**src/rtl/seg_pkg.sv**
```systemverilog
// Shared constants, segment codes and helpers for the six-digit dynamic display.
// Codes are active-low: bit 7 = dp, bits 6..0 = g..a.
package seg_pkg;

    localparam int NUM_DIGITS = 6;
    localparam int DATA_W     = 20;
    localparam int BCD_W      = 24;

    localparam logic [DATA_W-1:0] DATA_MAX = 20'd999_999;

    localparam logic [7:0] SEG_0     = 8'hC0;
    localparam logic [7:0] SEG_1     = 8'hF9;
    localparam logic [7:0] SEG_2     = 8'hA4;
    localparam logic [7:0] SEG_3     = 8'hB0;
    localparam logic [7:0] SEG_4     = 8'h99;
    localparam logic [7:0] SEG_5     = 8'h92;
    localparam logic [7:0] SEG_6     = 8'h82;
    localparam logic [7:0] SEG_7     = 8'hF8;
    localparam logic [7:0] SEG_8     = 8'h80;
    localparam logic [7:0] SEG_9     = 8'h90;
    localparam logic [7:0] SEG_BLANK = 8'hFF;
    localparam logic [7:0] SEG_MINUS = 8'hBF;

    typedef enum logic [1:0] {
        CONV_IDLE,
        CONV_SHIFT,
        CONV_DONE
    } conv_state_t;

    // Double-dabble correction: any nibble >= 5 gets +3 before the next shift.
    function automatic logic [BCD_W-1:0] dabble_adjust(input logic [BCD_W-1:0] bcd);
        logic [BCD_W-1:0] r;
        r = bcd;
        for (int i = 0; i < NUM_DIGITS; i++) begin
            if (r[4*i +: 4] >= 4'd5) r[4*i +: 4] = r[4*i +: 4] + 4'd3;
        end
        return r;
    endfunction

    function automatic logic [7:0] digit_code(input logic [3:0] d);
        case (d)
            4'd0:    return SEG_0;
            4'd1:    return SEG_1;
            4'd2:    return SEG_2;
            4'd3:    return SEG_3;
            4'd4:    return SEG_4;
            4'd5:    return SEG_5;
            4'd6:    return SEG_6;
            4'd7:    return SEG_7;
            4'd8:    return SEG_8;
            4'd9:    return SEG_9;
            default: return SEG_BLANK;
        endcase
    endfunction

endpackage

```
**src/rtl/seg_dynamic_if.sv**
```systemverilog
// Display-side bundle: value/control inputs toward the scanner, sel/seg back out.
interface seg_dynamic_if;
    import seg_pkg::*;

    logic [DATA_W-1:0]     data;
    logic [NUM_DIGITS-1:0] point;
    logic                  sign;
    logic                  seg_en;
    logic [NUM_DIGITS-1:0] sel;
    logic [7:0]            seg;

    modport master (output data, point, sign, seg_en, input sel, seg);
    modport slave  (input data, point, sign, seg_en, output sel, seg);

endinterface

```
**src/rtl/bin2bcd_seq.sv**
```systemverilog
// Sequential double-dabble converter: one shift per cycle, 20 shifts per value.
// done is high for the single DONE cycle while bcd holds the finished result.
module bin2bcd_seq
    import seg_pkg::*;
(
    input  logic              clk,
    input  logic              rst,
    input  logic              start,
    input  logic [DATA_W-1:0] bin,
    output logic              busy,
    output logic              done,
    output logic [BCD_W-1:0]  bcd
);

    localparam logic [4:0] LAST_ITER = 5'(DATA_W - 1);

    conv_state_t       state, next_state;
    logic [DATA_W-1:0] bin_q;
    logic [BCD_W-1:0]  bcd_work;
    logic [4:0]        iter;

    always_ff @(posedge clk) begin
        if (rst) state <= CONV_IDLE;
        else     state <= next_state;
    end

    always_comb begin
        next_state = state;
        case (state)
            CONV_IDLE:  if (start) next_state = CONV_SHIFT;
            CONV_SHIFT: if (iter == LAST_ITER) next_state = CONV_DONE;
            CONV_DONE:  next_state = CONV_IDLE;
            default:    next_state = CONV_IDLE;
        endcase
    end

    always_comb begin
        busy = (state != CONV_IDLE);
        done = (state == CONV_DONE);
    end

    // Binary bits shift out of bin_q into the BCD accumulator, MSB first.
    always_ff @(posedge clk) begin
        if (rst) begin
            bin_q    <= '0;
            bcd_work <= '0;
            iter     <= '0;
        end else begin
            case (state)
                CONV_IDLE: begin
                    if (start) begin
                        bin_q    <= bin;
                        bcd_work <= '0;
                        iter     <= '0;
                    end
                end
                CONV_SHIFT: begin
                    {bcd_work, bin_q} <= {dabble_adjust(bcd_work), bin_q} << 1;
                    iter              <= iter + 5'd1;
                end
                default: ;
            endcase
        end
    end

    assign bcd = bcd_work;

endmodule

```
**src/rtl/seg_dynamic.sv**
```systemverilog
// Six-digit scan driver: clamps and converts the value to BCD, then multiplexes
// one digit per SCAN_CYCLES with leading-zero blanking, sign and decimal points.
module seg_dynamic
    import seg_pkg::*;
#(
    parameter int SCAN_CYCLES = 50_000
)(
    input  logic         clk,
    input  logic         rst,
    seg_dynamic_if.slave bus
);

    localparam int CNT_W = (SCAN_CYCLES > 2) ? $clog2(SCAN_CYCLES) : 1;
    localparam logic [CNT_W-1:0] CNT_LAST = CNT_W'(SCAN_CYCLES - 1);
    localparam logic [2:0]       IDX_LAST = 3'(NUM_DIGITS - 1);

    logic [DATA_W-1:0]     data_clamped, last_q;
    logic                  valid_q, conv_start, conv_busy, conv_done;
    logic [BCD_W-1:0]      conv_bcd, bcd_q;
    logic [CNT_W-1:0]      cnt;
    logic [2:0]            idx, high_digit, high_point, show_top;
    logic [3:0]            cur_digit;
    logic [7:0]            seg_next, seg_q;
    logic [NUM_DIGITS-1:0] sel_next, sel_q;

    assign data_clamped = (bus.data > DATA_MAX) ? DATA_MAX : bus.data;
    assign conv_start   = !conv_busy && (!valid_q || data_clamped != last_q);

    bin2bcd_seq u_conv (
        .clk   (clk),
        .rst   (rst),
        .start (conv_start),
        .bin   (data_clamped),
        .busy  (conv_busy),
        .done  (conv_done),
        .bcd   (conv_bcd)
    );

    // bcd_q only ever loads a finished conversion, so no partial value is shown.
    always_ff @(posedge clk) begin
        if (rst) begin
            last_q  <= '0;
            valid_q <= 1'b0;
            bcd_q   <= '0;
        end else begin
            if (conv_start) last_q <= data_clamped;
            if (conv_done) begin
                bcd_q   <= conv_bcd;
                valid_q <= 1'b1;
            end
        end
    end

    always_ff @(posedge clk) begin
        if (rst) begin
            cnt <= '0;
            idx <= '0;
        end else if (cnt == CNT_LAST) begin
            cnt <= '0;
            idx <= (idx == IDX_LAST) ? 3'd0 : idx + 3'd1;
        end else begin
            cnt <= cnt + 1'b1;
        end
    end

    // Digits above the higher of the top nonzero digit and the top dp are blank.
    always_comb begin
        high_digit = '0;
        high_point = '0;
        cur_digit  = '0;
        for (int i = 0; i < NUM_DIGITS; i++) begin
            if (bcd_q[4*i +: 4] != 4'd0) high_digit = 3'(i);
            if (bus.point[i])            high_point = 3'(i);
            if (idx == 3'(i))            cur_digit  = bcd_q[4*i +: 4];
        end
        show_top = (high_point > high_digit) ? high_point : high_digit;
        if (idx <= show_top)
            seg_next = digit_code(cur_digit);
        else if (bus.sign && show_top < 3'd5 && idx == show_top + 3'd1)
            seg_next = SEG_MINUS;
        else
            seg_next = SEG_BLANK;
        if (bus.point[idx]) seg_next[7] = 1'b0;
        sel_next = {{(NUM_DIGITS-1){1'b0}}, 1'b1} << idx;
    end

    always_ff @(posedge clk) begin
        if (rst || !bus.seg_en) begin
            sel_q <= '0;
            seg_q <= SEG_BLANK;
        end else begin
            sel_q <= sel_next;
            seg_q <= seg_next;
        end
    end

    assign bus.sel = sel_q;
    assign bus.seg = seg_q;

endmodule
```
**src/flat_wrapper.sv**
```systemverilog
// flat-port wrapper written by rule: the top's interface ports become plain ports
module seg_dynamic_flat import seg_pkg::*;
#(
    parameter int SCAN_CYCLES = 50_000
)
  (clk, rst, bus_data, bus_point, bus_sign, bus_seg_en, bus_sel, bus_seg);
  seg_dynamic_if bus_i ();
  input  logic clk;
  input  logic rst;
  input wire logic [$bits(bus_i.data)-1:0] bus_data;
  input wire logic [$bits(bus_i.point)-1:0] bus_point;
  input wire logic [$bits(bus_i.sign)-1:0] bus_sign;
  input wire logic [$bits(bus_i.seg_en)-1:0] bus_seg_en;
  output wire logic [$bits(bus_i.sel)-1:0] bus_sel;
  output wire logic [$bits(bus_i.seg)-1:0] bus_seg;
  assign bus_i.data = bus_data;
  assign bus_i.point = bus_point;
  assign bus_i.sign = bus_sign;
  assign bus_i.seg_en = bus_seg_en;
  assign bus_sel = bus_i.sel;
  assign bus_seg = bus_i.seg;
  seg_dynamic #(.SCAN_CYCLES(SCAN_CYCLES)) u_core (.clk(clk), .rst(rst), .bus(bus_i));
endmodule
```
**config.mk**
```make
export PLATFORM = sky130hd
export DESIGN_NAME = seg_dynamic_flat
export DESIGN_NICKNAME = d
export VERILOG_FILES = /design/src/rtl/seg_pkg.sv /design/src/rtl/seg_dynamic_if.sv /design/src/rtl/bin2bcd_seq.sv /design/src/rtl/seg_dynamic.sv /design/src/flat_wrapper.sv
export SDC_FILE = /design/constraint.sdc
export NUM_CORES = 1
export LEC_CHECK = 0
export CORE_AREA = 2 2 116 118
export CTS_CLUSTER_DIAMETER = 80
export CTS_CLUSTER_SIZE = 10
export DETAILED_ROUTE_END_ITERATION = 8
export DIE_AREA = 0 0 118 120
export DONT_BUFFER_PORTS = 1
export HOLD_SLACK_MARGIN = 0.02
export PLACE_DENSITY = 0.69
export SYNTH_ARGS = -nofsm -noshare
export SYNTH_HDL_FRONTEND = slang
export SYNTH_SLANG_ARGS = --single-unit
```
**constraint.sdc**
```tcl
create_clock -name clk -period 3.7 [get_ports clk]
set_input_delay 0.74 -clock clk [delete_from_list [all_inputs] [get_ports clk]]
set_output_delay 0.74 -clock clk [all_outputs]
set_load 0.01 [all_outputs]
```
### Word level (Yosys, flattened, before mapping)

Memory sizes are Yosys's and may differ from the RTL's.
Cells that the tools add are included.
W data, S select, Z words.

* flip-flop bits (word level): 129
* ROM bits: 112
* input bits: 30
* output and inout port bits: 14
* word-level logic and storage cells: 106
* memories: 1

Memory list
* (no name shown): words 16, bits a word 7, read ports 1, clocked after memory_dff 0, wr ports 0, RTL line seg_pkg.sv:41 `case (d)`

* $add $sub $neg: 10
* $lt $le $gt $ge: 11
* eq/ne operators: 13
* shift-type cells: 1
* multiplexer cells: 39
* reductions and logical operators: 20

Operator list (count)
* $pmux W24 S2: 1
* $mux W4: 11
* $mux W20: 2
* $pmux W20 S2: 1
* $ge A4 B3 Y1 const B: 6
* $mux W24: 1
* $mux W3: 7
* $add A4 B2 Y4 const B: 5
* $gt A20 B20 Y1 const B: 1
* $ne A20 B20 Y1: 1
* $reduce_bool A4 Y1: 5
* $add A16 B1 Y16 const B: 1
* $eq A16 B16 Y1 const B: 1
* $mux W2: 6
* $pmux W5 S2: 1
* $mux W8: 1
* $mux W7: 1
* $add A3 B1 Y3 const B: 2
* $eq A3 B2 Y1 const B: 2
* $eq A3 B3 Y1 const B: 2
* $shl A1 B3 Y6 const A: 1
* $add A5 B1 Y5 const B: 1
* $eq A5 B5 Y1 const B: 1
* $mux W5: 1
* 22 further kinds: 32

### Logic depth before layout (Yosys ltp)

Gate-level depths: netlist of run 1.

* word-level depth: 14
* gate-level depth with buffers: 17
* gate-level depth less buffers: 17

### Cells and area by module

Synthesis of run 1 repeated with hierarchy kept, for this count alone.

* cells, all modules: 800
* area total of the unflattened synthesis: 6960.4 µm²

By module, submodules not included
* seg_dynamic: times used 1, cells each 506, area each 4430.5 µm², sequential area each 1561.5 µm²
* bin2bcd_seq: times used 1, cells each 294, area each 2529.9 µm², sequential area each 1021.0 µm²

### Least setup slack after synthesis of run 1

No wires, ideal clock.

* path kind: input to register
* start: input bus_point[4]
* end: register u_core.seg_q[2] (netlist: u_core.bus.seg[2])
* library setup time: 142 ps
* data arrival time: 3420 ps
* data required time: 3558 ps
* path slack: 139 ps
* stages on the path: 16
* buffers on the path: 0
* path through: or2_2 > or2_2 > inv_1 > ha_1 > nor2b_1 > o21ai_0 > a32oi_1 > mux2i_1 > inv_1 > ha_1 > a21o_1 > a21oi_1 > a31oi_1 > nor2_1 > and2_1 > o21ai_0

* cells in the longest elaborated chain, start to end: 6

Ends and longest elaborated chain
* start: declaration: RTL line flat_wrapper.sv:11 `input wire logic [$bits(bus_i.point)-1:0] bus_point;`
* $mux W3 (*) (2 in series): RTL line seg_dynamic.sv:73 `if (bus.point[i]) high_point = 3'(i);`
* $gt A3 B3 Y1: RTL line seg_dynamic.sv:76 `show_top = (high_point > high_digit) ? high_point : high_digit;`
* $mux W3 (*): RTL line seg_dynamic.sv:76
* $le A3 B3 Y1 (*): RTL line seg_dynamic.sv:77 `if (idx <= show_top)`
* $mux W8 (*): RTL line seg_dynamic.sv:77
* end signal: assignment: RTL line seg_dynamic.sv:93 `seg_q <= seg_next;`
* end: declaration: RTL line seg_dynamic.sv:23 `logic [7:0] seg_next, seg_q;`

Mark *: on every way between the ends. The rest lies on a longest branch, timed or not.
A chain may end at the register's enable or synchronous reset.

### Worst setup path after layout of run 1

* start: register u_core.bcd_q[12]
* end: register u_core.seg_q[2] (netlist: u_core.bus.seg[2])

* cells in the longest elaborated chain, start to end: 8
* elaborated cells on any way between the ends: 12
* classes of those cells: order compare (2); mux (8); reduce/logical (1); memory (1)

Ends and longest elaborated chain
* start: declaration: RTL line seg_dynamic.sv:19 `logic [BCD_W-1:0] conv_bcd, bcd_q;`
* start signal: assignment: RTL line seg_dynamic.sv:48 `bcd_q <= conv_bcd;`
* $reduce_bool A4 Y1: RTL line seg_dynamic.sv:72 `if (bcd_q[4*i +: 4] != 4'd0) high_digit = 3'(i);`
* $mux W2: RTL line seg_dynamic.sv:72
* $mux W3 (2 in series): RTL line seg_dynamic.sv:72
* $gt A3 B3 Y1: RTL line seg_dynamic.sv:76
* $mux W3: RTL line seg_dynamic.sv:76
* $le A3 B3 Y1: RTL line seg_dynamic.sv:77
* $mux W8 (*): RTL line seg_dynamic.sv:77

Marks and branches as above.

==> results of run 1 <==
worst min path at each step:
stage | slack, ns | endpoint
after floorplan | 0.41 | u_core.cnt[0]
after global placement | 0.42 | u_core.cnt[0]
after detailed placement | 0.43 | u_core.cnt[0]
after CTS | 0.38 | u_core.last_q[14]
after global routing | 0.39 | u_core.last_q[14]
final | 0.42 | u_core.u_conv.bin_q[19]
critical path, stage by stage, from the launching register on:
cell and delay (ns):
dfxtp_1 0.34, or4_4 0.55, o21bai_1 0.18, a21oi_2 0.16, inv_1 0.06, ha_1 0.18
nor2b_1 0.10, o21ai_1 0.09, a32oi_2 0.24, mux2i_1 0.29, inv_1 0.10, ha_4 0.23
a21o_1 0.16, a21oi_2 0.13, a31oi_1 0.07, nor2_1 0.21, and2_4 0.20, o21ai_0 0.07
registers in the layout, indices dropped and copies added (netlist names):
name / cells
u_core.last_q: 20
u_core.cnt: 16
u_core.bus.sel: 6
u_core.valid_q: 1
u_core.u_conv.state: 2
u_core.bus.seg: 8
u_core.bcd_q: 24
u_core.u_conv.bcd: 24
u_core.idx: 3
u_core.u_conv.bin_q: 20
u_core.u_conv.iter: 5
metrics by stage:
step                      hold WS, ns  worst slack, ns
after global placement          0.421            0.102
after floorplan                 0.413            0.139
after CTS                       0.383          0.00517
after detailed placement        0.432          -0.0478
after global routing            0.394         -0.00111
final                           0.418            0.207
synth_stat cells (all sizes together) (6+ instances only):
library cell | instances | share of area
dfxtp | 129 | 0.39
a22oi | 10 | 0.011
xor2 | 16 | 0.021
ha | 27 | 0.051
inv | 33 | 0.019
nor3 | 17 | 0.013
a211oi | 10 | 0.014
nor2 | 59 | 0.035
o2bb2ai | 7 | 0.0093
o21ai | 47 | 0.036
a21oi | 64 | 0.049
clkbuf | 31 | 0.018
nand4 | 7 | 0.0066
nor4 | 7 | 0.0089
nand3 | 22 | 0.017
nand2 | 105 | 0.060
buf | 10 | 0.0096
a21o | 7 | 0.0079
a31oi | 11 | 0.011
mux2i | 16 | 0.024
xnor2 | 19 | 0.025
o31ai | 6 | 0.0068
nor2b | 7 | 0.0066
o32ai | 12 | 0.016
nand2b | 33 | 0.031
a22o | 13 | 0.017
per-layer routing:
metal | routed length, um | track usage
met1 | 7340 | 0.295
met2 | 7710 | 0.388
met3 | 757 | 0.0494
met4 | 437 | 0.105
met5 | 0 | 0
power breakdown:
part           total, mW  switching (mW)  internal, mW
clock network       1.69           0.584          1.10
logic              0.215           0.116        0.0988
registers           1.47          0.0396          1.44
total               3.38           0.740          2.64
layout make-up:
cell class	count	area, um^2	area share
Clock buffer	24	482	0.0644
Clock inverter	6	105	0.0141
Timing Repair Buffer	21	170	0.0228
Tap cell	176	220	0.0294
Multi-Input combinational cell	589	3790	0.507
Inverter	34	128	0.0171
Sequential cell	129	2580	0.345
logic make-up (layout without fill, tap and decap cells):
family / Yosys count / after routing
compound gates: 221 / 221
xor+xnor: 35 / 35
fa+ha+maj: 27 / 27
buf+inv: 75 / 85
flops: 129 / 129
mux: 19 / 19
simple gates: 287 / 287
timing repair:
item                                    4_1_cts  5_1_grt
pin swaps                                     1        4
gates resized for setup                       0       12
endpoints found under the setup margin        1        6
buffers inserted                              1        2
==> results.toml, run 1 <==
[cts]
htreeDepth = 4
clk_pin_slew_worst_paths_ns = 0.05
cts_made_buffers = 17
cts.hold.buffers_added = 0
clkSinkCount = 129
cts_tree = "yes"
ctsRootBufferMaster = "clkbuf_16"
cts_buffer_depth = 2
clk_latency_ns = 0.42

[yosys]
synth-xor-area-share = 0.0463
syn_inst = 793
synth_area_mm2 = 0.00662
yosysSeqAreaShare = 0.390
synth.distinct_cells = 69
synth.ff_latch_count = 129
avgSynthCellArea_um2 = 8.35
synth-edff-count = 0
synth_ff_type = "dfxtp_1"
synthMuxAreaShare = 0.0310
syn_nets = 850
synthArstFlopShare = 0
yosysWarningCount = 0
synth-simple-area-share = 0.211
synth_compound_area_frac = 0.225
synthAdderAreaFrac = 0.0510
synth_top_family_by_area = "compound AO/OA/AOI/OAI gates"

[finish]
layout.nets = 849
fillerInstances = 1187
drive_above_1_share = 0.0971
fin_cells = 979
final_cell_mix = "129 x dfxtp_1, 105 x nand2_1, 61 x a21oi_1"
final_area_mm2 = 0.00748
syn_to_final_growth_pct = 12.9
fin_util = 0.576
final_common_cell = "dfxtp_1"
diodes = 0

[sta]
fin_crit_ns = 3.49
max_freq_ghz = 0.286
fin_skew_ns = 0.0102
tightestPinTransition_ns = 0.757
hold_viol_final = 0
setup_viol = 0
tns_ns = 0
slew_viol_final = 0
slew_headroom = 0.492
period_share = 0.944

[setup_path]
r2r_cells = 17
cp-endpoint = "u_core.bus.seg[2]"
critPathRequiredTime_ns = 3.97
crit_path_start = "u_core.bcd_q[12]"
critPathMaxFanout = 5
crit_path_start_kind = "register"
crit_arrival_ns = 3.76
timing.rr.start = "u_core.bcd_q[12]"
r2r_setup_slack_ns = 0.21
worstSetupPathType = "reg -> reg"
reg2reg_to = "u_core.bus.seg[2]"
cp-end-kind = "register"

[drt]
vias = 5755
wl_um = 16200
firstDrtPassIters = 6
via_per_inst = 5.88
drc_errors = 0
drt_iter0_drc = 417
post_drt_wl_per_cell_um = 16.6
antenna_left = 0

[die]
coreArea_mm2 = 0.0130
num_rows = 42
die_y_um = 120
start_util = 0.510
num_io_pins = 44
die_x_um = 118
dieArea_mm2 = 0.0142

[grt]
grt_pass1_vias = 5617
grt_overflow = 0
grt_max_degree = 91
antenna_found_initial = 0
grt_usage = 0.235
grt_pass1_wl_um = 27000

[power_and_ir_drop]
total_power_mw = 3.38
p_per_area_mw_per_mm2 = 451
power.leakage_nw = 2.77
vdd_drop_max_mv = 0.224

[outcome]
status = "complete, no violations"

[placement]
post-place-cells = 946
io_buffers = 0
placed_cell_area_mm2 = 0.00682
dpl.hpwl_um = 11400
gp_congestion = 0.959

[flow_run]
drv_cap = 0

[min_path]
hp-start = "rst"
min_path_type = "in -> reg"
holdPathStages = 1
Note: power is estimated with default switching activity, not from simulation.
==> run 2: changes to the inputs <==
--- a/config.mk
+++ b/config.mk
@@ -5,6 +5,7 @@
 export SDC_FILE = /design/constraint.sdc
 export NUM_CORES = 1
 export LEC_CHECK = 0
+export CAP_MARGIN = 15
 export CORE_AREA = 2 2 116 118
 export CTS_CLUSTER_DIAMETER = 80
 export CTS_CLUSTER_SIZE = 10
@@ -13,6 +14,7 @@
 export DONT_BUFFER_PORTS = 1
 export HOLD_SLACK_MARGIN = 0.02
 export PLACE_DENSITY = 0.69
+export SKIP_CTS_REPAIR_TIMING = 1
 export SYNTH_ARGS = -nofsm -noshare
 export SYNTH_HDL_FRONTEND = slang
 export SYNTH_SLANG_ARGS = --single-unit
==> run 2 against run 1 <==
Cell count shrank 0.10%. Highest routed layer unchanged. First-iteration DRC count shrank 2.9%. Critical path type unchanged. Combinational power is essentially flat. Critical path depth is the same. Clock power is essentially flat. Final area is essentially flat.
==> results.toml, run 2 (synthesis results as in run 1) <==
[setup_path]
worstSetupPathType = "reg -> reg"
cp-end-kind = "register"
crit_arrival_ns = 3.80
critPathMaxFanout = 5
cp_cell_sequence = "or4_4, o21bai_1, a21oi_2, inv_1, ha_1, nor2b_1, o21ai_1, a32oi_2, mux2i_1, ha_1, inv_1, a21o_1, a21oi_2, a31oi_1, nor2_1, and2_4, o21ai_0"
max_stage_delay_ns = 0.55
critPathRequiredTime_ns = 3.98
crit_path_start_kind = "register"
crit_slowest_cell = "or4_4"
r2r_setup_slack_ns = 0.18

[placement]
gp_congestion = 0.959
post-place-cells = 946
dpl.hpwl_um = 11400
io_buffers = 0
placed_cell_area_mm2 = 0.00682

[sta]
period_share = 0.952
setup_viol = 0
fin_hold_ws_ns = 0.421
fin_skew_ns = 0.00865
max_freq_ghz = 0.284
slew_headroom = 0.484
hold_viol_final = 0
slew_viol_final = 0
tightestPinTransition_ns = 0.771
fin_crit_ns = 3.52

[finish]
final_area_mm2 = 0.00747
syn_to_final_growth_pct = 12.8
final_common_cell = "dfxtp_1"
fin_cells = 978
diodes = 0
drive_above_1_share = 0.0985
fin_util = 0.576
layout.nets = 848
final_cell_mix = "129 x dfxtp_1, 105 x nand2_1, 61 x a21oi_1"

[cts]
clkSinkCount = 129
clk_latency_ns = 0.42
cts_tree = "yes"
ctsRootBufferMaster = "clkbuf_16"
clk_pin_slew_worst_paths_ns = 0.05
cts_buffer_depth = 2
htreeDepth = 4
cts_made_buffers = 17

[flow_run]
drv_cap = 0

[grt]
antenna_found_initial = 0
grt_usage = 0.235
grt_overflow = 0
grt_pass1_wl_um = 27000
grt.busiest_layer = "met2"
gr-usage-met1 = 0.295
grt_max_degree = 91
grt_pass1_vias = 5613
use_met3 = 0.0494
grt_use_met2 = 0.388

[drt]
wl_um = 16300
via_per_inst = 5.94
firstDrtPassIters = 5
post_drt_wl_per_cell_um = 16.7
antenna_left = 0
vias = 5807
drt_iter0_drc = 405
drc_errors = 0

[power_and_ir_drop]
vdd_drop_max_mv = 0.225
total_power_mw = 3.37
p_per_area_mw_per_mm2 = 451
power.leakage_nw = 2.75

[die]
dieArea_mm2 = 0.0142
num_io_pins = 44
start_util = 0.510
num_rows = 42
die_y_um = 120
coreArea_mm2 = 0.0130
die_x_um = 118

[min_path]
min_path_type = "in -> reg"

[outcome]
status = "complete, no violations"
-- run 2: cell types whose count changed in the layout (fill, tap and decap cells not counted), sizes merged --
cell,delta
buf,-1
-- run 2: critical path, delay by kind of cell (launching register included) --
family / cells / cell delay (ns)
AOI/OAI and AO/OA: 8 / 1.12
adders and majority gates: 2 / 0.38
buffers and inverters: 2 / 0.10
DFF: 1 / 0.34
muxes: 1 / 0.36
and+or+nand+nor: 4 / 1.06
-- run 2: cell type report --
| type | count | area (um^2) |
|---|---|---|
| clock inverters | 6 | 105 |
| flip-flops and latches | 129 | 2580 |
| multi-input cells | 589 | 3790 |
| clock buffers | 24 | 482 |
| well taps | 176 | 220 |
| inverters | 34 | 128 |
| repair buffers | 20 | 163 |
| fillers | 1185 | 5510 |
-- run 2: worst paths after layout --
kind / start / endpoint / depth (start not counted)
hold reg to reg: u_core.cnt[0] / u_core.cnt[0] / 1
setup / recovery: u_core.bcd_q[12] / u_core.bus.seg[2] / 17
hold / removal: rst / u_core.u_conv.bin_q[19] / 1
setup reg to reg: u_core.bcd_q[12] / u_core.bus.seg[2] / 17
-- run 2: power by group --
part	switching (mW)	leakage, nW	internal [mW]	total (mW)
clock	0.581	0.290	1.10	1.68
combinational	0.117	1.41	0.0985	0.215
sequential	0.0396	1.05	1.44	1.47
-- run 2: per-layer routing --
layer / vias to the layer above / wire (um)
li1: 2830 / -
met4: 0 / 458
met3: 34 / 829
met1: 2761 / 7330
met5: - / 0
met2: 182 / 7730
-- run 2: through the flow --
| step | setup TNS (ns) | worst slack [ns] |
|---|---|---|
| floorplan | 0 | 0.139 |
| global placement | 0 | 0.102 |
| detailed placement | -0.168 | -0.0478 |
| CTS | -0.00172 | -0.00172 |
| global route | -0.0526 | -0.0236 |
| finish | 0 | 0.178 |
==> run 3: changes to the inputs <==
--- a/config.mk
+++ b/config.mk
@@ -8,12 +8,14 @@
 export CAP_MARGIN = 15
 export CORE_AREA = 2 2 116 118
 export CTS_CLUSTER_DIAMETER = 80
-export CTS_CLUSTER_SIZE = 10
+export CTS_CLUSTER_SIZE = 14
 export DETAILED_ROUTE_END_ITERATION = 8
 export DIE_AREA = 0 0 118 120
 export DONT_BUFFER_PORTS = 1
+export GPL_TIMING_DRIVEN = 0
 export HOLD_SLACK_MARGIN = 0.02
 export PLACE_DENSITY = 0.69
+export SETUP_SLACK_MARGIN = 0.2
 export SKIP_CTS_REPAIR_TIMING = 1
 export SYNTH_ARGS = -nofsm -noshare
 export SYNTH_HDL_FRONTEND = slang
==> run 3 against run 2 <==
Core utilization grew 1.1 points. Setup slack better by 0.059 ns. Cell count increased by 3.1%. Sequential cell count unchanged. Clock skew hardly changed.
==> results.toml, run 3 (synthesis results as in run 1) <==
[placement]
dpl.hpwl_um = 12000
io_buffers = 0
placed_cell_area_mm2 = 0.00684
post-place-cells = 969
gp_congestion = 0.941
place_ws_ns = -0.163

[sta]
rsz0062_at_grt = "yes"
slew_viol_final = 0
max_freq_ghz = 0.289
fin_crit_ns = 3.46
fin_skew_ns = 0.00839
tightestPinTransition_ns = 0.749
period_share = 0.936
setup_ws_ns = 0.237
hold_viol_final = 0
setup_viol = 0
slew_headroom = 0.497

[power_and_ir_drop]
vdd_drop_max_mv = 0.310
p_per_area_mw_per_mm2 = 450
combPwrFrac = 0.073
clkPwrFrac = 0.499
power.leakage_nw = 2.80
pwr-share-seq = 0.428
p_int_mw = 2.61
switching_share = 0.239
total_power_mw = 3.43
power.net_switching_uw = 819

[finish]
layout.nets = 876
final_area_mm2 = 0.00762
syn_to_final_growth_pct = 15.0
diodes = 0
drive_above_1_share = 0.111
final_common_cell = "dfxtp_1"
fin_cells = 1008
final_cell_mix = "124 x dfxtp_1, 105 x nand2_1, 62 x a21oi_1"

[die]
dieArea_mm2 = 0.0142
start_util = 0.510
num_io_pins = 44
die_x_um = 118
die_y_um = 120
coreArea_mm2 = 0.0130
num_rows = 42

[grt]
grt_overflow = 0
grt_max_degree = 17
grt_pass1_wl_um = 27300
grt_usage = 0.240
grt_pass1_vias = 5611
antenna_found_initial = 1

[cts]
cts_tree = "yes"
clk_latency_ns = 0.42
clk_pin_slew_worst_paths_ns = 0.06
ctsRootBufferMaster = "clkbuf_16"
cts_buffer_depth = 2
cts_made_buffers = 17
clkSinkCount = 129
htreeDepth = 4

[setup_path]
max_stage_delay_ns = 0.54
crit_arrival_ns = 3.74
crit_buf_inv = 2
crit_path_start_kind = "register"
cp-end-kind = "register"
cp_cell_sequence = "or4_4, o21bai_4, a21oi_2, inv_1, ha_2, nor2b_4, o21ai_2, a32oi_2, mux2i_2, inv_2, ha_4, a21o_1, a21oi_1, a31oi_1, nor2_2, and2_4, o21ai_1"
critPathMaxFanout = 5
crit_family = "compound AO/OA/AOI/OAI gates"
crit_slowest_cell = "or4_4"
critPathRequiredTime_ns = 3.98
worstSetupPathType = "reg -> reg"

[flow_run]
drv_cap = 0

[drt]
drc_errors = 0
drt_iter0_drc = 492
vias = 5901
antenna_left = 0
post_drt_wl_per_cell_um = 16.6
wl_um = 16800
via_per_inst = 5.85
firstDrtPassIters = 5

[outcome]
status = "complete, no violations"

[min_path]
min_path_type = "in -> reg"
## run 3: cell count changes in the layout (fill, tap and decap cells not counted), sizes merged
| cell | before | now |
|---|---|---|
| clkbuf | 24 | 51 |
| inv | 33 | 35 |
| buf | 20 | 16 |
| clkinvlp | 0 | 2 |
| clkinv | 4 | 7 |
## run 3: power by group through the flow
stage	logic, mW	clock network (mW)	registers, mW
after global routing	0.276	1.79	1.47
after detailed placement	0.237	0	1.50
after floorplan	0.184	0	1.49
after CTS	0.238	1.73	1.47
final	0.249	1.71	1.47
after global placement	0.230	0	1.50
## run 3: metrics by stage
stage	hold slack, ns	utilization	TNS, ns
floorplan	0.413	-	0
detailed placement	0.432	0.527	-0.754
global placement	0.428	0.527	-0.000424
global route	0.422	0.587	0
finish	0.432	0.587	0
CTS	0.422	0.574	-0.896
## run 3: worst register-to-register path, stage by stage (launching register included)
cell      delay, ns
dfxtp_2        0.33
or4_4          0.54
o21bai_4       0.19
a21oi_2        0.16
inv_1          0.06
ha_2           0.18
nor2b_4        0.11
o21ai_2        0.08
a32oi_2        0.26
mux2i_2        0.35
inv_2          0.09
ha_4           0.25
a21o_1         0.15
a21oi_1        0.13
a31oi_1        0.08
nor2_2         0.15
and2_4         0.17
o21ai_1        0.06
## run 3: layout make-up
| cell class | instances | area, um^2 |
|---|---|---|
| fillers | 1137 | 5360 |
| well taps | 176 | 220 |
| inverters | 34 | 128 |
| clock inverters | 13 | 160 |
| plain buffers | 41 | 184 |
| flip-flops and latches | 129 | 2590 |
| repair buffers | 7 | 52.6 |
| clock buffers | 19 | 443 |
| multi-input cells | 589 | 3840 |
## run 3: path summary, 6_finish.rpt
kind,from,to,slack (ns),depth (start not counted)
max,u_core.bcd_q[13],u_core.bus.seg[2],0.24,17
min,bus_data[8],u_core.u_conv.bin_q[8],0.43,1
max reg2reg,u_core.bcd_q[13],u_core.bus.seg[2],0.24,17
min reg2reg,u_core.cnt[0],u_core.cnt[0],0.44,1
## run 3: routing by layer
metal / wire [um] / track usage / vias up
met3: 834 / 0.0537 / 34
li1: - / - / 2896
met4: 359 / 0.0949 / 0
met2: 7960 / 0.399 / 162
met1: 7630 / 0.303 / 2809
met5: 0 / 0 / -
